==> src/rtl/alarm_ctrl_pkg.sv <==
// Shared types and limits for the digital clock blocks.
package clock_pkg;
  typedef enum logic [1:0] {
    DISARMED = 2'd0,
    ARMED    = 2'd1,
    RINGING  = 2'd2,
    SNOOZE   = 2'd3
  } alarm_state_t;

  localparam int MAX_SEC = 59;
  localparam int MAX_MIN = 59;
  localparam int MAX_HR  = 23;
endpackage

==> src/rtl/alarm_ctrl_if.sv <==
// Time inputs, user pulses and alarm outputs of the alarm controller.
interface alarm_ctrl_if;
  logic       tick_sec;
  logic [5:0] seconds;
  logic [5:0] minutes;
  logic [4:0] hours;
  logic       edit_en;
  logic       field_sel;
  logic       up_pressed;
  logic       down_pressed;
  logic       toggle_pressed;
  logic       stop_pressed;
  logic       snooze_pressed;
  logic [5:0] alarm_min;
  logic [4:0] alarm_hr;
  logic [1:0] alarm_state;
  logic       ringing;
  logic       beep;

  modport master (
    output tick_sec, seconds, minutes, hours, edit_en, field_sel,
           up_pressed, down_pressed, toggle_pressed, stop_pressed, snooze_pressed,
    input  alarm_min, alarm_hr, alarm_state, ringing, beep
  );

  modport slave (
    input  tick_sec, seconds, minutes, hours, edit_en, field_sel,
           up_pressed, down_pressed, toggle_pressed, stop_pressed, snooze_pressed,
    output alarm_min, alarm_hr, alarm_state, ringing, beep
  );
endinterface

==> src/rtl/alarm_ctrl_updown.sv <==
// Modulo-(MAX+1) up/down register; inc and dec together cancel out.
module mod_updown #(
  parameter int W       = 6,
  parameter int MAX     = 59,
  parameter int RST_VAL = 0
) (
  input  logic         clk,
  input  logic         rst,
  input  logic         en,
  input  logic         inc,
  input  logic         dec,
  output logic [W-1:0] q
);
  localparam logic [W-1:0] MAXV = W'(MAX);
  localparam logic [W-1:0] RSTV = W'(RST_VAL);

  always_ff @(posedge clk or posedge rst) begin
    if (rst)
      q <= RSTV;
    else if (en && inc && !dec)
      q <= (q == MAXV) ? '0 : q + 1'b1;
    else if (en && dec && !inc)
      q <= (q == '0) ? MAXV : q - 1'b1;
  end
endmodule

==> src/rtl/alarm_ctrl.sv <==
// Alarm controller: editable alarm time plus arm/ring/snooze sequencing.
// Build option ALARM_BEEP_EN pulses beep at 0.5 Hz instead of holding it steady.
module alarm_ctrl
  import clock_pkg::*;
#(
  parameter int RING_SECS  = 60,
  parameter int SNOOZE_MIN = 5,
  parameter int DEF_HR     = 7,
  parameter int DEF_MIN    = 0
) (
  input logic         CLOCK_50,
  input logic         reset,
  alarm_ctrl_if.slave bus
);
  localparam logic [7:0]  RING_LAST = 8'(RING_SECS - 1);
  localparam logic [11:0] SNZ_LOAD  = 12'(SNOOZE_MIN * 60 - 1);

  logic [5:0]   min_q;
  logic [4:0]   hr_q;
  alarm_state_t state_q, state_d;
  logic [7:0]   ring_q, ring_d;
  logic [11:0]  snz_q, snz_d;
  logic         ringing_q, beep_q, beep_d;
  logic         match;

  mod_updown #(.W(6), .MAX(MAX_MIN), .RST_VAL(DEF_MIN)) u_min (
    .clk(CLOCK_50), .rst(reset), .en(bus.edit_en & ~bus.field_sel),
    .inc(bus.up_pressed), .dec(bus.down_pressed), .q(min_q)
  );

  mod_updown #(.W(5), .MAX(MAX_HR), .RST_VAL(DEF_HR)) u_hr (
    .clk(CLOCK_50), .rst(reset), .en(bus.edit_en & bus.field_sel),
    .inc(bus.up_pressed), .dec(bus.down_pressed), .q(hr_q)
  );

  // Compares against the registered alarm, so a same-cycle edit is not yet visible.
  assign match = bus.tick_sec && (bus.seconds == 6'd0) &&
                 (bus.minutes == min_q) && (bus.hours == hr_q);

  always_comb begin
    state_d = state_q;
    ring_d  = ring_q;
    snz_d   = snz_q;
    case (state_q)
      DISARMED: if (bus.toggle_pressed) state_d = ARMED;
      ARMED: begin
        if (bus.toggle_pressed) state_d = DISARMED;
        else if (match) begin
          state_d = RINGING;
          ring_d  = '0;
        end
      end
      RINGING: begin
        if (bus.toggle_pressed)      state_d = DISARMED;
        else if (bus.stop_pressed)   state_d = ARMED;
        else if (bus.snooze_pressed) begin
          state_d = SNOOZE;
          snz_d   = SNZ_LOAD;
        end else if (bus.tick_sec) begin
          ring_d = ring_q + 8'd1;
          if (ring_q == RING_LAST) state_d = ARMED;
        end
      end
      SNOOZE: begin
        if (bus.toggle_pressed)    state_d = DISARMED;
        else if (bus.stop_pressed) state_d = ARMED;
        else if (bus.tick_sec) begin
          if (snz_q == '0) begin
            state_d = RINGING;
            ring_d  = '0;
          end else begin
            snz_d = snz_q - 12'd1;
          end
        end
      end
      default: state_d = DISARMED;
    endcase
  end

`ifdef ALARM_BEEP_EN
  logic phase_q, phase_d;

  always_comb begin
    phase_d = phase_q;
    if (state_d == RINGING) begin
      if (state_q != RINGING) phase_d = 1'b1;
      else if (bus.tick_sec)  phase_d = ~phase_q;
    end
    beep_d = (state_d == RINGING) & phase_d;
  end

  always_ff @(posedge CLOCK_50 or posedge reset) begin
    if (reset) phase_q <= 1'b0;
    else       phase_q <= phase_d;
  end
`else
  always_comb beep_d = (state_d == RINGING);
`endif

  always_ff @(posedge CLOCK_50 or posedge reset) begin
    if (reset) begin
      state_q   <= DISARMED;
      ring_q    <= '0;
      snz_q     <= '0;
      ringing_q <= 1'b0;
      beep_q    <= 1'b0;
    end else begin
      state_q   <= state_d;
      ring_q    <= ring_d;
      snz_q     <= snz_d;
      ringing_q <= (state_d == RINGING);
      beep_q    <= beep_d;
    end
  end

  assign bus.alarm_min   = min_q;
  assign bus.alarm_hr    = hr_q;
  assign bus.alarm_state = state_q;
  assign bus.ringing     = ringing_q;
  assign bus.beep        = beep_q;
endmodule

==> src/flat_wrapper.sv <==
// flat-port wrapper written by rule: the top's interface ports become plain ports
module alarm_ctrl_flat import clock_pkg::*;
#(
  parameter int RING_SECS  = 60,
  parameter int SNOOZE_MIN = 5,
  parameter int DEF_HR     = 7,
  parameter int DEF_MIN    = 0
)
  (CLOCK_50, reset, bus_tick_sec, bus_seconds, bus_minutes, bus_hours, bus_edit_en, bus_field_sel, bus_up_pressed, bus_down_pressed, bus_toggle_pressed, bus_stop_pressed, bus_snooze_pressed, bus_alarm_min, bus_alarm_hr, bus_alarm_state, bus_ringing, bus_beep);
  alarm_ctrl_if bus_i ();
  input logic CLOCK_50;
  input logic reset;
  input wire logic [$bits(bus_i.tick_sec)-1:0] bus_tick_sec;
  input wire logic [$bits(bus_i.seconds)-1:0] bus_seconds;
  input wire logic [$bits(bus_i.minutes)-1:0] bus_minutes;
  input wire logic [$bits(bus_i.hours)-1:0] bus_hours;
  input wire logic [$bits(bus_i.edit_en)-1:0] bus_edit_en;
  input wire logic [$bits(bus_i.field_sel)-1:0] bus_field_sel;
  input wire logic [$bits(bus_i.up_pressed)-1:0] bus_up_pressed;
  input wire logic [$bits(bus_i.down_pressed)-1:0] bus_down_pressed;
  input wire logic [$bits(bus_i.toggle_pressed)-1:0] bus_toggle_pressed;
  input wire logic [$bits(bus_i.stop_pressed)-1:0] bus_stop_pressed;
  input wire logic [$bits(bus_i.snooze_pressed)-1:0] bus_snooze_pressed;
  output wire logic [$bits(bus_i.alarm_min)-1:0] bus_alarm_min;
  output wire logic [$bits(bus_i.alarm_hr)-1:0] bus_alarm_hr;
  output wire logic [$bits(bus_i.alarm_state)-1:0] bus_alarm_state;
  output wire logic [$bits(bus_i.ringing)-1:0] bus_ringing;
  output wire logic [$bits(bus_i.beep)-1:0] bus_beep;
  assign bus_i.tick_sec = bus_tick_sec;
  assign bus_i.seconds = bus_seconds;
  assign bus_i.minutes = bus_minutes;
  assign bus_i.hours = bus_hours;
  assign bus_i.edit_en = bus_edit_en;
  assign bus_i.field_sel = bus_field_sel;
  assign bus_i.up_pressed = bus_up_pressed;
  assign bus_i.down_pressed = bus_down_pressed;
  assign bus_i.toggle_pressed = bus_toggle_pressed;
  assign bus_i.stop_pressed = bus_stop_pressed;
  assign bus_i.snooze_pressed = bus_snooze_pressed;
  assign bus_alarm_min = bus_i.alarm_min;
  assign bus_alarm_hr = bus_i.alarm_hr;
  assign bus_alarm_state = bus_i.alarm_state;
  assign bus_ringing = bus_i.ringing;
  assign bus_beep = bus_i.beep;
  alarm_ctrl #(.RING_SECS(RING_SECS), .SNOOZE_MIN(SNOOZE_MIN), .DEF_HR(DEF_HR), .DEF_MIN(DEF_MIN)) u_core (.CLOCK_50(CLOCK_50), .reset(reset), .bus(bus_i));
endmodule
==> config.mk <==
export PLATFORM = sky130hd
export DESIGN_NAME = alarm_ctrl_flat
export DESIGN_NICKNAME = d
export VERILOG_FILES = /design/src/rtl/alarm_ctrl_pkg.sv /design/src/rtl/alarm_ctrl_if.sv /design/src/rtl/alarm_ctrl_updown.sv /design/src/rtl/alarm_ctrl.sv /design/src/flat_wrapper.sv
export SDC_FILE = /design/constraint.sdc
export NUM_CORES = 1
export LEC_CHECK = 0
export CORE_MARGIN = 2
export CORE_UTILIZATION = 30
export DETAILED_ROUTE_END_ITERATION = 7
export GPL_ROUTABILITY_DRIVEN = 1
export SLEW_MARGIN = 40
export SYNTH_ARGS = -nofsm -noshare
export SYNTH_HDL_FRONTEND = slang
export SYNTH_SLANG_ARGS = --single-unit
==> constraint.sdc <==
create_clock -name CLOCK_50 -period 1.8 [get_ports CLOCK_50]
set_input_delay 0.36 -clock CLOCK_50 [delete_from_list [all_inputs] [get_ports CLOCK_50]]
set_output_delay 0.36 -clock CLOCK_50 [all_outputs]
set_load 0.05 [all_outputs]
**Word level (Yosys, flattened, before mapping)**

Cells that the tools add are included.

- Register bits after elaboration: 34
- Output and inout bits: 15
- Logic and storage cells: 100

- Add/subtract/negate cells: 6
- Eq/ne operators: 21
- Multiplexer cells: 40
- Bitwise logic cells: 3
- Reduce and logical (&&, ||, !) cells: 24

Operators with widths:

| operator | number |
|---|---|
| $mux 12 | 7 |
| $mux 8 | 10 |
| $mux 2 | 12 |
| $mux 6 | 4 |
| $pmux 12 s2 | 1 |
| $pmux 8 s3 | 1 |
| $mux 5 | 4 |
| $ne 2x2->1 const B | 10 |
| $logic_not 12->1 | 1 |
| $logic_not 6->1 | 2 |
| $sub 12x1->12 const B | 1 |
| $logic_and 1x1->1 | 11 |
| $reduce_and 11->1 | 1 |
| $add 8x1->8 const B | 1 |
| $eq 8x6->1 const B | 1 |
| $pmux 2 s4 | 1 |
| $reduce_and 8->1 | 1 |
| $add 6x1->6 const B | 1 |
| $eq 2x2->1 const B | 3 |
| $eq 6x6->1 | 1 |
| $eq 6x6->1 const B | 1 |
| $reduce_bool 2->1 | 3 |
| $sub 6x1->6 const B | 1 |
| $add 5x1->5 const B | 1 |
| other kinds (11) | 14 |

**Depth between registers and ports, before layout**

Gate-level depths: netlist (run 1).

- Word-level depth: 8
- Mapped depth: 7

**Hierarchy**

From an unflattened synthesis (run 1), not the netlist that was laid out.

- Cell total of the unflattened synthesis: 309
- Area total of the unflattened synthesis: 2672.6 um^2

Modules (own cells, without submodules):

| module | times used | cells each | area each (um^2) |
|---|---|---|---|
| alarm_ctrl | 1 | 168 | 1540.2 |
| mod_updown (u_core.u_min) | 1 | 88 | 691.9 |
| mod_updown (u_core.u_hr) | 1 | 53 | 440.4 |

**Worst setup path before layout (run 1)**

OpenSTA, ideal clock, no wires.

- Kind: reg2reg
- From: reg u_core.u_min.q[2]
- To: reg u_core.ring_q[5]
- Setup time: 0.132 ns
- Arrival time: 1.834 ns
- Required time: 1.668 ns
- Slack: -0.166 ns
- Stages on the path, launching flop included: 7
- Buffers on the path: 1
- Period minus slack after synthesis: 1.966 ns
- Path through: dfrtp_1 clkbuf_1 xor2_1 nor4_1 nand4_2 a21boi_4 a31oi_1

- Cells in the longest elaborated chain, start to end: 5

RTL lines:

| element | line | RTL |
|---|---|---|
| from (decl) | alarm_ctrl_updown.sv:12 | `output logic [W-1:0] q` |
| from (signal assigned) | alarm_ctrl_updown.sv:21 | `q <= (q == MAXV) ? '0 : q + 1'b1;` |
| from (signal assigned) | alarm_ctrl_updown.sv:23 | `q <= (q == '0) ? MAXV : q - 1'b1;` |
| $eq 6x6->1 | alarm_ctrl.sv:38 | `(bus.minutes == min_q) && (bus.hours == hr_q);` |
| $logic_and 1x1->1 | alarm_ctrl.sv:37 | `assign match = bus.tick_sec && (bus.seconds == 6'd0) &&` |
| $logic_and 1x1->1 | alarm_ctrl.sv:38 |  |
| $ne 2x1->1 (no source line) | - |  |
| $reduce_and 11->1 (no source line) | - |  |
| to (signal assigned) | alarm_ctrl.sv:109 | `ring_q <= ring_d;` |
| to (decl) | alarm_ctrl.sv:21 | `logic [7:0] ring_q, ring_d;` |

No other way between the ends.
A chain may end at the register's enable or synchronous reset.

**Final worst setup path (run 1)**

- From: in bus_seconds[0]
- To: reg u_core.ring_q[5]

- Cells in the longest elaborated chain, start to end: 6

RTL lines:

| element | line | RTL |
|---|---|---|
| from (decl) | flat_wrapper.sv:14 | `input wire logic [$bits(bus_i.seconds)-1:0] bus_seconds;` |
| $logic_not 6->1 | alarm_ctrl.sv:37 |  |
| $logic_and 1x1->1 (2 in series) | alarm_ctrl.sv:37 |  |
| $logic_and 1x1->1 | alarm_ctrl.sv:38 |  |
| $ne 2x1->1 (no source line) | - |  |
| $reduce_and 11->1 (no source line) | - |  |

No other way between the ends.

==> flow_summary.json, run 1 <==
{
  "status": "complete, no violations",
  "clk_root_buffer_cell": "clkbuf_8",
  "rsz0062_at_grt": "true",
  "cts.sinks": 34,
  "synth_compound_area_share_pct": 18.5,
  "synth_flop_cell": "dfrtp_1",
  "hold_violations": 0,
  "finalSetupViolations": 0,
  "grt_pass1_wl_um": 10900,
  "synthMuxAreaShare_pct": 0.831,
  "tns_ns": 0,
  "critPathKind": "input port to flop",
  "clk_pin_slew_ns": 0.07,
  "cap_violations": 0,
  "period_minus_slack_ns": 1.78,
  "synth.avg_cell_area_um2": 8.70,
  "place_ws_ns": -0.502,
  "syn_inst": 277,
  "cp-end-kind": "flop",
  "skew_ns": 0.00455,
  "placed_cells": 461,
  "hold_buffers": 0,
  "leakagePower_nw": 1.60,
  "chipHeight_um": 93.6,
  "diodes": 0,
  "synth-xor-area-share_pct": 8.72,
  "fmax_mhz": 563,
  "syn_nets": 311,
  "crit_path_start_kind": "input port",
  "slew_violations": 0,
  "final_nets": 403,
  "timing.final.ws_setup_ns": 0.0241,
  "synthSimpleGateAreaFrac_pct": 27.6,
  "core_area_um2": 7770,
  "drcViolationCount": 0,
  "critPathMaxFanout": 8,
  "final_cells": 472,
  "synth_cell_types": 52,
  "io_buffers": 41,
  "met3_usage_pct": 3.46,
  "required_ns": 1.96,
  "die_area_um2": 8770,
  "ys_seq_elements": 34,
  "synthAdderAreaFrac_pct": 3.63,
  "initial_core_util_pct": 31.0,
  "grt_use_met1_pct": 20.5,
  "clk_latency_ns": 0.29,
  "fin_crit_sh_pct": 98.7,
  "cts_made_buffers": 5,
  "crit_arrival_ns": 1.94,
  "syn_area_um2": 2410,
  "yosysWarnings": 0,
  "grt_max_degree": 35,
  "hpwl_um": 5050,
  "p_per_area_nw_per_um2": 924,
  "placed_cell_area_um2": 3310,
  "tritoncts": "done",
  "clockBufferDepth": 2,
  "grt_use_total_pct": 15.8,
  "htreeDepth": 2,
  "ys_seq_area_share_pct": 35.5,
  "vias": 2417,
  "hold_path.class": "input port to async pin",
  "io_pins": 42,
  "ant_nets": 0,
  "num_rows": 32,
  "final_area_um2": 3510,
  "worstMarginPinSlew_ns": 0.415,
  "drive_gt1_share_pct": 30.3,
  "viasPerCell": 5.12,
  "wl_um": 6610,
  "busiest_layer": "met2",
  "synth_top_family_by_area": "simple AND/OR/NAND/NOR gates",
  "synth-edff-count": 0,
  "ir_worst_vdd_v": 0.000635,
  "grt_pass1_vias": 2334,
  "drt_iter0_drc": 89,
  "drtPass1Iterations": 5,
  "fp.dieW_um": 93.6,
  "wl_per_cell_um": 14.0,
  "grt_overflow": 0,
  "met2_usage_pct": 25.9,
  "synthArstFlopShare_pct": 100,
  "finalHoldWorstSlack_ns": 0.432,
  "slew-limit-headroom_pct": 72.1,
  "gp_congestion": 0.861,
  "area_growth_pct": 45.6,
  "antenna_found_initial": 0
}
-- sequential cells by signal, summed over array words and instances, names as in the netlist --
signal	cells
u_core.u_min.q	6
u_core.u_hr.q	5
u_core.bus.alarm_state	2
u_core.bus.ringing	1
u_core.ring_q	8
u_core.snz_q	12
-- layer usage --
| layer | vias to the layer above | wire length [um] |
|---|---|---|
| met3 | 8 | 322 |
| li1 | 1193 | - |
| met2 | 69 | 3080 |
| met4 | 0 | 96 |
| met5 | - | 0 |
| met1 | 1147 | 3120 |
-- Yosys cell counts, types with 5 or more instances --
master / instances / area, um^2
a31oi_1: 8 / 50.1
nand2b_1: 5 / 31.3
nand4_1: 7 / 43.8
inv_1: 11 / 41.3
clkbuf_1: 7 / 26.3
xor2_1: 23 / 201
and3_1: 6 / 37.5
nor2_1: 25 / 93.8
o21ai_0: 14 / 70.1
nor2b_1: 6 / 37.5
a21oi_1: 16 / 80.1
ha_1: 7 / 87.6
nor4_1: 5 / 31.3
dfrtp_1: 31 / 776
o31ai_1: 5 / 37.5
nand2_1: 18 / 67.6
nand3_1: 13 / 65.1
nor3_1: 12 / 60.1
o21a_1: 6 / 45.0
-- cells in the final DEF (no fill, tap or decap), types with 3 or more instances in the layout --
cell | synthesis | routed
nor3_1 | 12 | 12
nand2b_1 | 5 | 5
a21oi_1 | 16 | 15
nand4b_1 | 3 | 3
o31ai_1 | 5 | 3
and3_1 | 6 | 6
dfrtp_2 | 0 | 9
clkdlybuf4s50_1 | 0 | 16
nand4_1 | 7 | 7
xor2_1 | 23 | 22
and2_1 | 3 | 3
nand2_1 | 18 | 18
nor2_1 | 25 | 25
nor4_2 | 2 | 5
o22ai_1 | 3 | 3
ha_1 | 7 | 7
nor2b_1 | 6 | 6
o21a_1 | 6 | 6
a31oi_1 | 8 | 7
buf_4 | 1 | 70
o21ai_0 | 14 | 12
dfrtp_1 | 31 | 22
a41oi_1 | 4 | 4
dlymetal6s2s_1 | 0 | 3
dlygate4sd2_1 | 0 | 6
buf_12 | 0 | 4
nand3_1 | 13 | 13
inv_1 | 11 | 11
clkbuf_8 | 2 | 6
dfstp_2 | 3 | 3
-- power breakdown --
group / switching [W] / internal (W)
logic: 0.000971 / 0.000685
clock network: 0.000288 / 0.000309
registers: 0.0000965 / 0.000892
total: 0.00136 / 0.00189
-- worst paths after layout --
kind,startpoint,end,slack (ns),depth (start not counted)
max,bus_seconds[0],u_core.ring_q[5],0.02,6
min,reset,u_core.snz_q[8],0.43,3
max reg2reg,u_core.snz_q[4],u_core.ring_q[5],0.09,5
min reg2reg,u_core.ring_q[0],u_core.ring_q[0],0.49,1
max in group asynchronous,reset,u_core.u_hr.q[0],1.11,3
min in group CLOCK_50,u_core.ring_q[0],u_core.ring_q[0],0.49,1
-- kinds of logic after synthesis --
logic type	count (synthesis)
AND/OR/NAND/NOR	117
multiplexers	2
adder cells (fa/ha/maj)	7
AO/OA/AOI/OAI	67
XOR/XNOR	24
flip-flops	34
buffers and inverters	26
-- layout make-up --
type | count | area [um^2]
sequential | 34 | 866
multi-input combinational | 217 | 1520
inverter | 11 | 41.3
fill | 777 | 4260
timing repair buffer | 100 | 866
tap | 102 | 128
clock buffer | 7 | 86.3
clock inverter | 1 | 5.00
-- timing repair --
item                                    in CTS  in global routing
setup buffers                                1                  2
endpoints found under the setup margin      16                 15
pin swaps                                    7                 10
resized for setup                           12                 15
-- stage by stage --
step | utilization (%) | power, W
after global routing | 45.2 | 0.00344
after global placement | 42.6 | 0.00259
after floorplan | - | 0.00197
after CTS | 44.0 | 0.00324
after detailed placement | 42.6 | 0.00262
final | 45.2 | 0.00324
-- critical path, stage by stage --
cell and delay (ns):
dlygate4sd2_1 0.23, or4b_4 0.52, nor4_4 0.26, nand4_4 0.15
a21boi_4 0.29, a31oi_1 0.12
(Power assumes the default switching activity.)
==> inputs of run 2 (changes only) <==
- CTS_CLUSTER_DIAMETER: unset -> 80
- SYNTH_HIERARCHICAL: unset -> 1
==> run 2 against run 1 <==
  * Critical path depth rose by 1
  * Via count rose by 16%
  * Hold slack got worse by 0.098 ns
  * Fmax fell by 6.6%
  * Sequential power barely moved
  * Critical endpoint is now u_core/ring_q[6]
  * Combinational power rose by 11%
  * Clock skew rose by 0.0037 ns
  * Largest cell class unchanged
  * The run now ends with negative setup slack left
  * Wire length rose by 16%
  * Setup slack got worse by 0.12 ns
  * Final cell count rose by 11%
  * Sequential share of layout area fell by 3.6 points
  * Core utilization rose by 2.1 points
==> flow_summary.json, run 2 <==
{
  "tns_ns": -0.638,
  "violations": "negative setup slack",
  "ys_seq_area_share_pct": 32.0,
  "largest_register_ffs": 12,
  "critPathKind": "flop to flop",
  "leakagePower_nw": 1.77,
  "viasPerCell": 5.32,
  "top_regs": "u_core/snz_q (12), u_core/ring_q (8), u_core/u_min/q (6)",
  "ant_nets": 0,
  "grt_overflow": 0,
  "synth_most_common_cell": "dfrtp_1",
  "fin_crit_sh_pct": 106,
  "diodes": 0,
  "area_growth_pct": 53.7,
  "syn_area_um2": 2670,
  "slew-limit-headroom_pct": 71.5,
  "chipHeight_um": 98.4,
  "place_ws_ns": -0.779,
  "critPathMaxFanout": 6,
  "synth.largest_area_cell": "dfrtp_1",
  "clk_pin_slew_ns": 0.08,
  "initial_core_util_pct": 30.8,
  "final_nets": 450,
  "period_minus_slack_ns": 1.90,
  "wl_um": 7690,
  "wl_per_cell_um": 14.6,
  "grt_pass1_wl_um": 12300,
  "core_area_um2": 8680,
  "fp.dieW_um": 98.4,
  "synth.top_cells.by_area": "dfrtp_1 (29%), xor2_1 (4.9%), a21oi_1 (3.9%), nand2_1 (3.8%), nand3_1 (3.6%)",
  "utilization_pct": 47.3,
  "hold_buffers": 0,
  "hold_path.class": "input port to async pin",
  "drt_iter0_drc": 121,
  "synthArstFlopShare_pct": 100,
  "yosysWarnings": 6,
  "io_pins": 42,
  "num_rows": 34,
  "rsz0062_at_grt": "true",
  "crit_arrival_ns": 2.06,
  "grt_max_degree": 24,
  "hold_violations": 0,
  "synthTopCellsByCount": "dfrtp_1 (31), nand2_1 (27), a21oi_1 (21)",
  "gp_congestion": 0.845,
  "required_ns": 1.96,
  "hpwl_um": 5640,
  "cts.sinks": 34,
  "fillers": 833,
  "skew_ns": 0.00822,
  "reg2reg_from": "u_core/snz_q[5]",
  "yosysTopAreaCellShare_pct": 29.0,
  "cap_violations": 0,
  "synth_cell_types": 66,
  "tritoncts": "done",
  "drtPass1Iterations": 4,
  "die_area_um2": 9680,
  "synth.avg_cell_area_um2": 8.65,
  "drcViolationCount": 0,
  "clk_latency_ns": 0.29,
  "cts_made_buffers": 5,
  "status": "complete, but fails checks",
  "clockBufferDepth": 2,
  "worstMarginPinSlew_ns": 0.423,
  "r2r_cells": 7,
  "regMostFlops": "u_core/snz_q",
  "p_per_area_nw_per_um2": 836,
  "ys_seq_elements": 34,
  "fmax_mhz": 526,
  "crit_path_start_kind": "flop",
  "layout_commonest_cell": "buf_4",
  "slew_violations": 0,
  "drive_gt1_share_pct": 38.1,
  "synth_flop_cell": "dfrtp_1",
  "antenna_found_initial": 0,
  "io_buffers": 41,
  "worstSetupStartpoint": "u_core/snz_q[5]",
  "finalSetupViolations": 11,
  "clk_root_buffer_cell": "clkbuf_8",
  "timing.final.ws_setup_ns": -0.101,
  "ir_worst_vdd_v": 0.000591,
  "syn_nets": 343,
  "synth-edff-count": 0,
  "grt_use_total_pct": 15.4,
  "htreeDepth": 2,
  "cp-end-kind": "flop",
  "syn_inst": 309,
  "final_cell_mix": "buf_4 (74), nand2_1 (27), dfrtp_1 (27), nand3_1 (19), clkdlybuf4s50_1 (18)",
  "grt_pass1_vias": 2686,
  "vias": 2792
}
## run 2: changes by cell type in the layout (fill, tap and decap cells not counted), sizes merged, moves of 5 or more
cell	previous run	this run
o21a	6	1
o21ai	14	19
nor2	25	17
buf	74	88
or3	0	7
a21oi	16	23
nor3	12	7
nand3	14	19
xor2	23	15
nand2	18	27
## run 2: repair_timing
item	in CTS	in global routing
resized for setup	34	30
pin swaps	17	15
endpoints found under the setup margin	22	28
buffers inserted	3	2
## run 2: path summary, 6_finish.rpt
kind | slack [ns] | to
min reg2reg | 0.53 | u_core/ring_q[5]
max reg2reg | -0.10 | u_core/ring_q[6]
max | -0.10 | u_core/ring_q[6]
min in group CLOCK_50 | 0.53 | u_core/ring_q[5]
max in group asynchronous | 1.06 | u_core/bus.alarm_state[1]
min | 0.33 | u_core/u_hr/q[4]
## run 2: critical path, stage by stage (launching register included)
cell and delay (ns):
dfrtp_1 0.43, nor4_1 0.31, buf_4 0.18, nand4_1 0.18, buf_4 0.22, a21oi_4 0.19
buf_4 0.16, a41oi_2 0.11
## run 2: layout make-up
class,instances,area (um^2),share of cell area (%)
clock buffers,6,82.6,2.01
clock inverters,2,12.5,0.305
well taps,108,135,3.29
multi-input cells,246,1910,46.6
repair buffers,114,1040,25.4
flip-flops and latches,34,865,21.1
inverters,15,56.3,1.37
## run 2: report_power, final
group	total (W)	internal, W	switching (W)
Combinational	0.00185	0.000814	0.00103
Clock	0.000596	0.000307	0.000289
Sequential	0.000990	0.000891	0.0000996
Total	0.00343	0.00201	0.00142
## run 2: per-stage QoR
stage	instance area (um^2)	total power, W	instances	hold WS [ns]
after floorplan	2690	0.00203	309	0.136
after global placement	3700	0.00275	512	0.486
after detailed placement	3700	0.00276	512	0.501
after CTS	3940	0.00339	523	0.340
after global routing	4110	0.00364	525	0.383
final	4110	0.00343	525	0.334
## run 2: cell families after synthesis
family | share of synthesized area, %
buffers and inverters | 6.23
adders and majority gates | 3.28
xor gates and xnor gates | 4.92
muxes | 1.26
and+or+nand+nor | 31.5
DFF | 32.0
AOI/OAI and AO/OA | 20.8
## run 2: metal layers
layer  up-vias  part of all wire (%)  GRT usage (%)
li1       1375                     -              -
met1      1341                    44           19.5
met2        66                    50           26.9
met3        10                   4.1           2.51
met4         0                   1.3           4.43
met5         -                     0              0
==> inputs of run 3 (changes only) <==
- CAP_MARGIN: unset -> 10
- CORE_MARGIN: 2 -> 5
==> run 3 against run 2 <==
  * The run still ends with negative setup slack left
  * Core utilization increased by 1.8 points
  * Final area increased by 4.4%
  * Hold slack improved by 0.039 ns
  * Clock skew increased by 0.0012 ns
  * Via count increased by 0.61%
  * Clock power decreased by 8.1%
  * Setup slack got worse by 0.018 ns
  * Critical path type unchanged
  * Largest cell class unchanged
==> flow_summary.json, run 3 (synthesis gave the netlist of run 2 again) <==
{
  "grt_overflow": 0,
  "chipHeight_um": 104,
  "slew_violations": 0,
  "layout_commonest_cell": "buf_4",
  "io_pins": 42,
  "drive_gt1_share_pct": 42.2,
  "finalHoldWorstSlack_ns": 0.372,
  "antenna_found_initial": 0,
  "timing.final.ws_setup_ns": -0.119,
  "fillers": 786,
  "p_int_w": 0.00201,
  "seq_area_um2": 865,
  "largest_register_ffs": 12,
  "grt_pass1_wl_um": 13400,
  "cp-end-kind": "flop",
  "clkPwrFrac_pct": 15.8,
  "hpwl_um": 5890,
  "utilization_pct": 49.2,
  "comb_power_share_pct": 55.7,
  "final_nets": 462,
  "switching_share_pct": 42.0,
  "slew-limit-headroom_pct": 70.8,
  "worstMarginPinSlew_ns": 0.434,
  "crit_path_start_kind": "flop",
  "violations": "negative setup slack",
  "ant_nets": 0,
  "grt_pass1_vias": 2737,
  "period_minus_slack_ns": 1.92,
  "grt_use_total_pct": 14.7,
  "reg2reg_to": "u_core/snz_q[11]",
  "critPathMaxFanout": 5,
  "drt_iter0_drc": 72,
  "drcViolationCount": 0,
  "cts.sinks": 34,
  "top_regs": "u_core/snz_q (12), u_core/ring_q (8), u_core/u_min/q (6)",
  "p_per_area_nw_per_um2": 810,
  "p_switching_w": 0.00146,
  "hold_path.class": "input port to async pin",
  "tritoncts": "done",
  "vias": 2809,
  "p_seq_share_pct": 28.5,
  "cts_made_buffers": 5,
  "fp.dieW_um": 104,
  "die_area_um2": 10900,
  "initial_core_util_pct": 30.6,
  "grt_max_degree": 24,
  "crit_arrival_ns": 2.13,
  "rsz0062_at_grt": "true",
  "clk_pin_slew_ns": 0.07,
  "r2r_cells": 5,
  "viasPerCell": 5.23,
  "fin_crit_sh_pct": 107,
  "clk_root_buffer_cell": "clkbuf_8",
  "tns_ns": -0.910,
  "hold_buffers": 0,
  "wl_um": 8390,
  "wl_per_cell_um": 15.6,
  "leakagePower_nw": 1.85,
  "multi_input_area_um2": 1980,
  "required_ns": 2.01,
  "reg2reg_slack_ns": -0.12,
  "drtPass1Iterations": 5,
  "core_area_um2": 8720,
  "num_rows": 34,
  "cap_violations": 0,
  "io_buffers": 41,
  "final_cell_mix": "buf_4 (81), dfrtp_1 (27), nand2_1 (25), nand3_1 (19), clkdlybuf4s50_1 (18)",
  "power_w": 0.00347,
  "status": "complete, but fails checks",
  "finalSetupViolations": 13,
  "ir_worst_vdd_v": 0.000545,
  "clockBufferDepth": 2,
  "diodes": 0,
  "critPathKind": "flop to flop",
  "gp_congestion": 0.843,
  "skew_ns": 0.00946,
  "regMostFlops": "u_core/snz_q",
  "hold_violations": 0,
  "reg2reg_from": "u_core/snz_q[1]",
  "clk_latency_ns": 0.29,
  "area_growth_pct": 60.4,
  "htreeDepth": 2,
  "fmax_mhz": 521
}
## run 3: cell count changes in the layout (fill, tap and decap cells not counted), sizes merged
cell           before  now
clkdlybuf4s15       1    3
dlygate4sd2         5    2
clkinvlp            1    0
clkinv              1    2
buf                88  101
## run 3: worst max path at each step
stage,startpoint,endpoint
final,u_core/snz_q[1],u_core/snz_q[11]
after detailed placement,bus_seconds[0],u_core/ring_q[7]
after global placement,bus_seconds[1],u_core/ring_q[6]
after floorplan,u_core/bus.alarm_state[1],u_core/snz_q[6]
after global routing,u_core/snz_q[1],u_core/ring_q[7]
after CTS,u_core/snz_q[1],u_core/ring_q[7]
## run 3: repair_timing
action / 4_1_cts / 5_1_grt
gates resized for setup: 48 / 38
setup endpoints to repair: 21 / 27
cloned: 0 / 0
buffers inserted: 8 / 6
pin swaps: 31 / 21
## run 3: critical path, cell delays in order, from the launching register on
cell and delay, ns:
dfrtp_1 0.40, or4_4 0.59, nor4_4 0.18, a21oi_2 0.12, or4_1 0.41, a21oi_1 0.15
## run 3: routing by layer
layer | global-route usage [%] | up-vias | routed length [um]
met2 | 24.6 | 70 | 4130
met5 | 0 | - | 0
li1 | - | 1392 | -
met3 | 4.03 | 14 | 488
met4 | 3.70 | 0 | 129
met1 | 18.7 | 1333 | 3640
## run 3: per-stage QoR
step                      area (um^2)  setup slack, ns  instances
after floorplan                  2690           -0.188        309
after global placement           3740           -0.620        515
after detailed placement         3740           -0.701        515
after CTS                        4070           -0.121        531
after global routing             4290           -0.242        537
final                            4290           -0.119        537
## run 3: cell type report
class                   count  share of cell area (%)
well taps                 108                    3.15
repair buffers            126                    27.2
clock buffers               6                    1.69
flip-flops and latches     34                    20.2
inverters                  15                    1.31
clock inverters             2                   0.233
multi-input cells         246                    46.2
## run 3: power by group through the flow
| stage | Combinational, W | Clock [W] | Sequential (W) |
|---|---|---|---|
| after floorplan | 0.000662 | 0 | 0.00137 |
| after global placement | 0.00178 | 0 | 0.000996 |
| after detailed placement | 0.00180 | 0 | 0.000995 |
| after CTS | 0.00183 | 0.000560 | 0.000989 |
| after global routing | 0.00207 | 0.000591 | 0.00101 |
| final | 0.00193 | 0.000548 | 0.000990 |
